**config.mk**
```make
export PLATFORM = sky130hd
export DESIGN_NAME = fifo1_rr_arbiter
export DESIGN_NICKNAME = d
export VERILOG_FILES = /design/src/rtl/fifo1_rr_arbiter.sv
export SDC_FILE = /design/constraint.sdc
export NUM_CORES = 1
export LEC_CHECK = 0
export BUFFER_PORTS_ARGS = -buffer_cell sky130_fd_sc_hd__buf_4
export CAP_MARGIN = 20
export CORE_MARGIN = 8
export CORE_UTILIZATION = 45
export DETAILED_ROUTE_END_ITERATION = 10
export GPL_TIMING_DRIVEN = 0
export MAX_ROUTING_LAYER = met4
export PLACE_DENSITY = 0.66
export RECOVER_POWER = 50
export REMOVE_ABC_BUFFERS = 1
export SLEW_MARGIN = 10
export SYNTH_ARGS = -nofsm -noshare
export SYNTH_HDL_FRONTEND = slang
export SYNTH_SLANG_ARGS = --single-unit
```
**constraint.sdc**
```tcl
create_clock -name CLK -period 4.32 [get_ports CLK]
set_input_delay 0 -clock CLK [delete_from_list [all_inputs] [get_ports CLK]]
set_output_delay 0 -clock CLK [all_outputs]
set_load 0.01 [all_outputs]
```
**src/rtl/fifo1_rr_arbiter.sv**
```systemverilog
// ---------------------------------------------------------------------------
// fifo1_rr_arbiter
//
// Round-robin arbiter in front of a single-entry holding buffer. NREQ
// producers compete with en/data/rdy write handshakes; one consumer drains
// the held item with read_en/read_data/read_rdy and also sees which
// requester wrote it (read_src).
//
// Ports:
//   CLK        in   1         clock, rising edge
//   RST        in   1         synchronous active-high reset
//   req_en     in   NREQ      per-requester write request
//   req_data   in   NREQ*DW   packed data, requester i at [i*DW +: DW]
//   req_rdy    out  NREQ      one-hot grant while empty, else zero (comb)
//   read_en    in   1         consumer pops the held item
//   read_data  out  DW        held data (registered)
//   read_src   out  IDW       requester index of held data (registered)
//   read_rdy   out  1         buffer holds a valid item (registered)
//
// Optional feature, enabled by defining FIFO1_RR_ARBITER_GNT_CNT_EN:
//   cnt_sel    in   IDW       selects which grant counter to show
//   cnt_clr    in   1         zero all counters (wins over an increment)
//   cnt_val    out  16        saturating accept count of requester cnt_sel
// ---------------------------------------------------------------------------
module fifo1_rr_arbiter #(
    parameter  int NREQ = 4,
    parameter  int DW   = 1,
    localparam int IDW  = $clog2(NREQ)
) (
    input  logic               CLK,
    input  logic               RST,
    input  logic [NREQ-1:0]    req_en,
    input  logic [NREQ*DW-1:0] req_data,
    output logic [NREQ-1:0]    req_rdy,
    input  logic               read_en,
    output logic [DW-1:0]      read_data,
    output logic [IDW-1:0]     read_src,
`ifdef FIFO1_RR_ARBITER_GNT_CNT_EN
    input  logic [IDW-1:0]     cnt_sel,
    input  logic               cnt_clr,
    output logic [15:0]        cnt_val,
`endif
    output logic               read_rdy
);

    localparam logic [0:0] ST_EMPTY = 1'b0;
    localparam logic [0:0] ST_FULL  = 1'b1;

    logic [0:0]     r_state;
    logic [IDW-1:0] r_ptr;
    logic [DW-1:0]  r_data;
    logic [IDW-1:0] r_src;

    logic [NREQ-1:0] w_gnt;
    logic [IDW-1:0]  w_gnt_idx;
    logic            w_found;
    logic [IDW:0]    w_scan;
    logic            w_accept;
    logic [IDW-1:0]  w_ptr_next;
    logic [DW-1:0]   w_sel_data;

    // Rotating-priority scan: start at r_ptr and take the first requester
    // found, wrapping past NREQ-1 back to 0. One extra bit on w_scan keeps
    // the wrap compare exact for non-power-of-two NREQ.
    always_comb begin
        w_gnt     = '0;
        w_gnt_idx = '0;
        w_found   = 1'b0;
        w_scan    = '0;
        for (int k = 0; k < NREQ; k++) begin
            w_scan = {1'b0, r_ptr} + (IDW+1)'(k);
            if (w_scan >= (IDW+1)'(NREQ)) begin
                w_scan = w_scan - (IDW+1)'(NREQ);
            end
            if (!w_found && req_en[w_scan[IDW-1:0]]) begin
                w_found                 = 1'b1;
                w_gnt_idx               = w_scan[IDW-1:0];
                w_gnt[w_scan[IDW-1:0]]  = 1'b1;
            end
        end
    end

    assign w_accept   = (r_state == ST_EMPTY) && w_found;
    assign w_ptr_next = (w_gnt_idx == IDW'(NREQ-1)) ? '0 : w_gnt_idx + 1'b1;
    assign w_sel_data = req_data[w_gnt_idx*DW +: DW];

    always_ff @(posedge CLK) begin
        if (RST) begin
            r_state <= ST_EMPTY;
            r_ptr   <= '0;
            r_data  <= '0;
            r_src   <= '0;
        end else if (w_accept) begin
            r_state <= ST_FULL;
            r_ptr   <= w_ptr_next;
            r_data  <= w_sel_data;
            r_src   <= w_gnt_idx;
        end else if ((r_state == ST_FULL) && read_en) begin
            // Pop: data/source stay visible, only validity drops.
            r_state <= ST_EMPTY;
        end
    end

    assign req_rdy   = (r_state == ST_EMPTY) ? w_gnt : '0;
    assign read_rdy  = (r_state == ST_FULL);
    assign read_data = r_data;
    assign read_src  = r_src;

`ifdef FIFO1_RR_ARBITER_GNT_CNT_EN
    logic [15:0] r_cnt [NREQ];

    genvar gi;
    generate
        for (gi = 0; gi < NREQ; gi++) begin : g_cnt
            always_ff @(posedge CLK) begin
                if (RST || cnt_clr) begin
                    r_cnt[gi] <= '0;
                end else if (w_accept && (w_gnt_idx == IDW'(gi))
                             && (r_cnt[gi] != 16'hFFFF)) begin
                    r_cnt[gi] <= r_cnt[gi] + 16'd1;
                end
            end
        end
    endgenerate

    // Out-of-range selects (non-power-of-two NREQ) read as zero.
    assign cnt_val = (int'(cnt_sel) < NREQ) ? r_cnt[cnt_sel] : 16'h0000;
`endif

endmodule

```
==> results of run 1 <==
power breakdown:
part | internal, mW | switching [mW] | total [mW]
combinational | 0.185 | 0.230 | 0.415
clock | 0.0314 | 0.0193 | 0.0506
sequential | 0.0752 | 0.0432 | 0.118
total | 0.291 | 0.292 | 0.584
logic make-up (layout without fill, tap and decap cells):
| kind of cell | after synthesis | after routing | synth area share, % |
|---|---|---|---|
| and+or+nand+nor | 38 | 38 | 22.0 |
| adders and majority gates | 8 | 8 | 11.8 |
| DFF | 6 | 6 | 14.2 |
| muxes | 6 | 6 | 11.7 |
| buffers and inverters | 14 | 29 | 8.88 |
| AOI/OAI and AO/OA | 36 | 36 | 31.4 |
layout by cell type, fill, tap and decap left out, types with 4 or more instances in the layout:
cell,count
ha_1,8
nand2_1,9
nor2_1,17
clkbuf_1,4
a22oi_1,5
a21oi_1,9
inv_1,6
a221oi_1,5
dfxtp_1,6
o21ai_0,5
buf_4,14
worst min-delay path by stage:
stage                     slack [ns]  depth (start not counted)           to
after floorplan                 0.07                          1     r_ptr[1]
after global placement          0.21                          2  read_src[0]
after detailed placement        0.22                          2     read_rdy
after CTS                       0.02                          3     read_rdy
after global routing            0.03                          3     read_rdy
final                           0.02                          3     read_rdy
flip-flops by register name, indices dropped and copies added (netlist names):
| signal | count |
|---|---|
| r_ptr | 2 |
| read_src | 2 |
| read_data | 1 |
| read_rdy | 1 |
per-stage QoR:
| stage | setup slack [ns] | cells | hold slack, ns |
|---|---|---|---|
| 2_1_floorplan | 1.47 | 101 | 0.0691 |
| 3_3_place_gp | 0.971 | 144 | 0.215 |
| 3_5_place_dp | 0.927 | 144 | 0.219 |
| 4_1_cts | 0.914 | 148 | 0.0207 |
| 5_1_grt | 0.547 | 148 | 0.0337 |
| 6_report | 0.819 | 148 | 0.0237 |
worst min-delay path, cell delays in order:
cell and delay, ns:
buf_4 0.07, nand2b_1 0.08, a21oi_1 0.06
layer usage:
metal / vias up / track usage [%] / share of wire [%]
li1: 429 / - / -
met1: 374 / 14.4 / 47
met2: 14 / 20.5 / 48
met3: 0 / 4.34 / 4.9
met4: 0 / 2.05 / 0
met5: - / - / 0
cell type report:
cell class	instances	area (um^2)
fillers	191	771
multi-input cells	88	643
repair buffers	19	130
flip-flops and latches	6	120
well taps	25	31.3
inverters	7	27.5
clock buffers	3	22.5
repair_timing:
item	4_1_cts	5_1_grt
hold endpoints to repair	4	0
hold buffers	1	0
buffers inserted	0	0
gates resized for setup	0	0
==> results.tsv, run 1 <==
metric	value	unit
Worst path most repeated cell	nor2_1	
largest net degree at the start of global routing	21	
Crit Path Category	flip-flop to output port	
1st-pass router iterations	4	
antenna viol nets, final	0	
worst hold path type	input pin to flip-flop	
R2R Path End	r_ptr[0]	
P per Cell Area	599	nW/um^2
DR vias/cell	5.52	
Post-synth EDFFs	0	
worst-path cell chain	inv_1, ha_1, mux4_2, nor2b_1, a22oi_1, nor2_1, a221oi_1, nor2_1, buf_4	
Peak supply drop	316	uV
DR iter-0 viols	24	
Slew @ Worst Pin	0.857	ns
worst skew pair latency	0.24	ns
FP Rows	15	
Synthesis Warnings	0	
Commonest cells post-synth	17 x nor2_1, 9 x a21oi_1, 9 x nand2_1	
area leader, netlist	dfxtp_1	
CTS Buf Count	3	
vias in the first global route	785	
CTS tree	built	
data required time of the worst path	4.32	ns
Arrival @ worst endpoint	3.50	ns
Post-Route Utilization	55.8	%
number of I/O pins	19	
fin crit period	3.50	ns
Slew headroom	42.8	%
Cell variety after synth	35	
TNS Setup	0	ns
share of layout cells above drive strength 1	19.5	%
Syn Area/Cell	7.83	um^2
reg2reg path depth	9	
Post-synth ARST share	0	%
initial antenna violation count	0	
Hold Vio Cnt, Final	0	
Die X	59.4	um
Max Clock Freq	0.286	GHz
Setup crit end	req_rdy[2]	
global-route wire length before repair	3440	um
HP Start	read_en	
Final Power	584	uW
Mapped Area	846	um^2
Leak	0.394	nW
Synth top area share	14.2	%
GPL Wtd Cong	0.734	
HPWL Detailed	1550	um
Tot GR Track Use	12.4	%
R2R setup slack	0.87	ns
Placeable Area	1750	um^2
Largest stage delay, worst path	0.87	ns
I/O Buffers	18	
cells after synthesis	108	
register area share after synthesis	14.2	%
detailed-route DRC error count	0	
starting density of the core	48.5	%
Worst setup EP type	output port	
nature of the critical path startpoint	flip-flop	
top_reg_cell synth	dfxtp_1	
chip height	59.4	um
status	finished, final reports clean	
Tcrit/Tclk final	81.0	%
beginning of the critical path	r_ptr[0]	
Clock transition at path regs	0.04	ns
routed len/inst	14.0	um
WP buf/inv	2	
Vias	817	
diode count	0	
DP Area	965	um^2
Root Buffer Master	clkbuf_4	
Crit-path slowest cell	dfxtp_1	
most common cell in the netlist	nor2_1	
Area Overhead vs Synth	15.2	%
CP Max Fanout	20	
CTS Sinks	6	
Synth area leaders	dfxtp_1 14%, ha_1 12%, mux4_2 8.0%	
RSZ-0062 raised after global routing	no	
H-Tree Depth	1	
drt total wl	2070	um
Clock Skew	0.000356	ns
register bit total from synthesis	6	
Slew Viols, Final	0	
NumNets Final	144	
gr ovfl total	0	
instance count on the critical path	9	
final instance area	975	um^2
MaxCap Viol Count	0	
CTS max path bufs	2	
# setup viols final	0	
Worst path top cell family by delay	flip-flops	
worst reg2reg startpoint	r_ptr[0]	
DIE AREA	3520	um^2
No activity file was read; power rests on OpenSTA's default activity.
==> inputs of run 2 (changes only) <==
==> constraint.sdc (replaced) <==
create_clock -name CLK -period 3.33 [get_ports CLK]
set_input_delay 0 -clock CLK [delete_from_list [all_inputs] [get_ports CLK]]
set_output_delay 0 -clock CLK [all_outputs]
set_load 0.01 [all_outputs]
==> results.tsv, run 2 (synthesized netlist as in run 1, its figures left out) <==
metric	value	unit	change
fin crit period	2.86	ns	
Crit-path slowest cell	dfxtp_4		
R2R Path End	r_ptr[0]		
Placeable Area	1750	um^2	unchanged
data required time of the worst path	3.51	ns	-0.81 ns
hold depth	3		unchanged
HP Start	read_en		
most common cell after layout, fill and taps aside	nor2_1		
worst hold path type	input pin to flip-flop		
Clk pwr share	8.5	%	-0.2 points
routed len/inst	13.8	um	-0.92%
DIE AREA	3520	um^2	unchanged
Crit Path Category	flip-flop to flip-flop		
starting density of the core	48.5	%	unchanged
Slew headroom	69.5	%	+27 points
reg2reg path depth	9		unchanged
area of the multi-input gates	651	um^2	+1.2%
MaxCap Viol Count	0		unchanged
drt total wl	2050	um	-0.92%
switch share	49.6	%	-0.51 points
CTS Buf Count	3		unchanged
Tcrit/Tclk final	85.8	%	
DR iter-0 viols	28		+17%
# setup viols final	0		unchanged
worst reg2reg startpoint	r_ptr[0]		
combinational cell fraction of total power	71.3	%	+0.3 points
R2R setup slack	0.47	ns	-0.40 ns
HPWL Detailed	1550	um	unchanged
Die X	59.4	um	unchanged
P_sw	381	uW	+30%
I/O Buffers	18		unchanged
Root Buffer Master	clkbuf_4		
gr ovfl total	0		unchanged
RSZ-0062 raised after global routing	no		
share of layout cells above drive strength 1	21.1	%	+1.6 points
Leak	0.399	nW	+1.4%
CTS tree	built		
CTS Sinks	6		unchanged
Fillers	189		-1.0%
DR vias/cell	5.51		-0.12%
most frequent cells in the layout	17 x nor2_1, 14 x buf_4, 9 x a21oi_1, 9 x nand2_1, 8 x ha_1		
1st-pass router iterations	4		unchanged
worst-path cell chain	inv_1, ha_1, and3b_1, o211ai_1, o211ai_1, o32a_1, ha_1, o21ai_0, and3b_1		
FP Rows	15		unchanged
Slew Viols, Final	0		unchanged
diode count	0		unchanged
H-Tree Depth	1		unchanged
number of I/O pins	19		unchanged
antenna viol nets, final	0		unchanged
CP Max Fanout	20		unchanged
largest net degree at the start of global routing	21		unchanged
GPL Wtd Cong	0.734		unchanged
Max Clock Freq	0.350	GHz	
initial antenna violation count	0		unchanged
Slew @ Worst Pin	0.455	ns	-0.402 ns
Clock transition at path regs	0.04	ns	about the same
Vias	816		-0.12%
Sequential Area	124	um^2	+3.1%
Area Overhead vs Synth	16.6	%	
worst skew pair latency	0.24	ns	about the same
Largest stage delay, worst path	0.50	ns	-0.37 ns
NumNets Final	144		unchanged
Tot GR Track Use	12.4	%	unchanged
Peak supply drop	409	uV	+29%
Clock Skew	0.000104	ns	-0.000252 ns
Worst path top cell family by delay	compound AO/OA/AOI/OAI gates		
global-route wire length before repair	3440	um	unchanged
Worst setup EP type	flip-flop		
Cell Int Power	387	uW	+33%
Arrival @ worst endpoint	3.03	ns	-0.47 ns
Post-Route Utilization	56.5	%	+0.65 points
status	finished, final reports clean		
Hold Path End	read_rdy		
WP buf/inv	1		-1
Hold Vio Cnt, Final	0		unchanged
vias in the first global route	785		unchanged
detailed-route DRC error count	0		unchanged
P per Cell Area	778	nW/um^2	+30%
WHS	0.0230	ns	-0.000761 ns
Final Power	767	uW	+31%
nature of the critical path startpoint	flip-flop		
sequential share of power	20.2	%	about the same
CTS max path bufs	2		unchanged
chip height	59.4	um	unchanged
run 2: how the worst max path moves through the flow:
stage,from,end,slack [ns],depth (start not counted)
finish,r_ptr[0],r_ptr[0],0.47,9
CTS,r_ptr[0],r_ptr[0],0.29,9
detailed placement,r_ptr[0],r_ptr[0],-0.06,9
global placement,r_ptr[0],r_ptr[0],-0.02,9
global route,r_ptr[0],r_ptr[0],0.21,9
floorplan,r_ptr[0],r_ptr[0],0.48,9
run 2: tightest hold or removal path: stages:
cell,delay [ns]
buf_4,0.07
nand2b_1,0.08
a21oi_1,0.06
run 2: layout make-up:
type | instances | area share [%]
timing repair buffer | 19 | 13.2
inverter | 7 | 2.79
multi-input combinational | 88 | 66.0
sequential | 6 | 12.6
clock buffer | 3 | 2.28
tap | 25 | 3.17
run 2: power groups by stage:
stage / registers [mW] / clock network (mW) / logic (mW)
2_1_floorplan: 0.148 / 0 / 0.406
3_3_place_gp: 0.155 / 0 / 0.546
3_5_place_dp: 0.156 / 0 / 0.557
4_1_cts: 0.156 / 0.0681 / 0.560
5_1_grt: 0.164 / 0.0745 / 0.613
6_report: 0.155 / 0.0650 / 0.547
run 2: per-layer routing:
metal  global-route usage, %  share of wire, %  up-vias
li1                        -                 -      432
met1                    14.4                46      363
met2                    20.5                48       21
met3                    4.34               6.0        0
met4                    2.05                 0        0
met5                       -                 0        -
run 2: what timing repair did:
item,4_1_cts,5_1_grt
setup buffers,0,0
hold endpoints to repair,4,0
gates resized for setup,1,1
setup endpoints to repair,2,1
hold buffers,1,0
run 2: through the flow:
stage               cells  cell area [um^2]  setup TNS [ns]  setup slack, ns
floorplan             101               798               0            0.485
global placement      144               965         -0.0190          -0.0190
detailed placement    144               965         -0.0865          -0.0634
CTS                   148               998               0            0.289
global route          148               986               0            0.211
finish                148               986               0            0.474
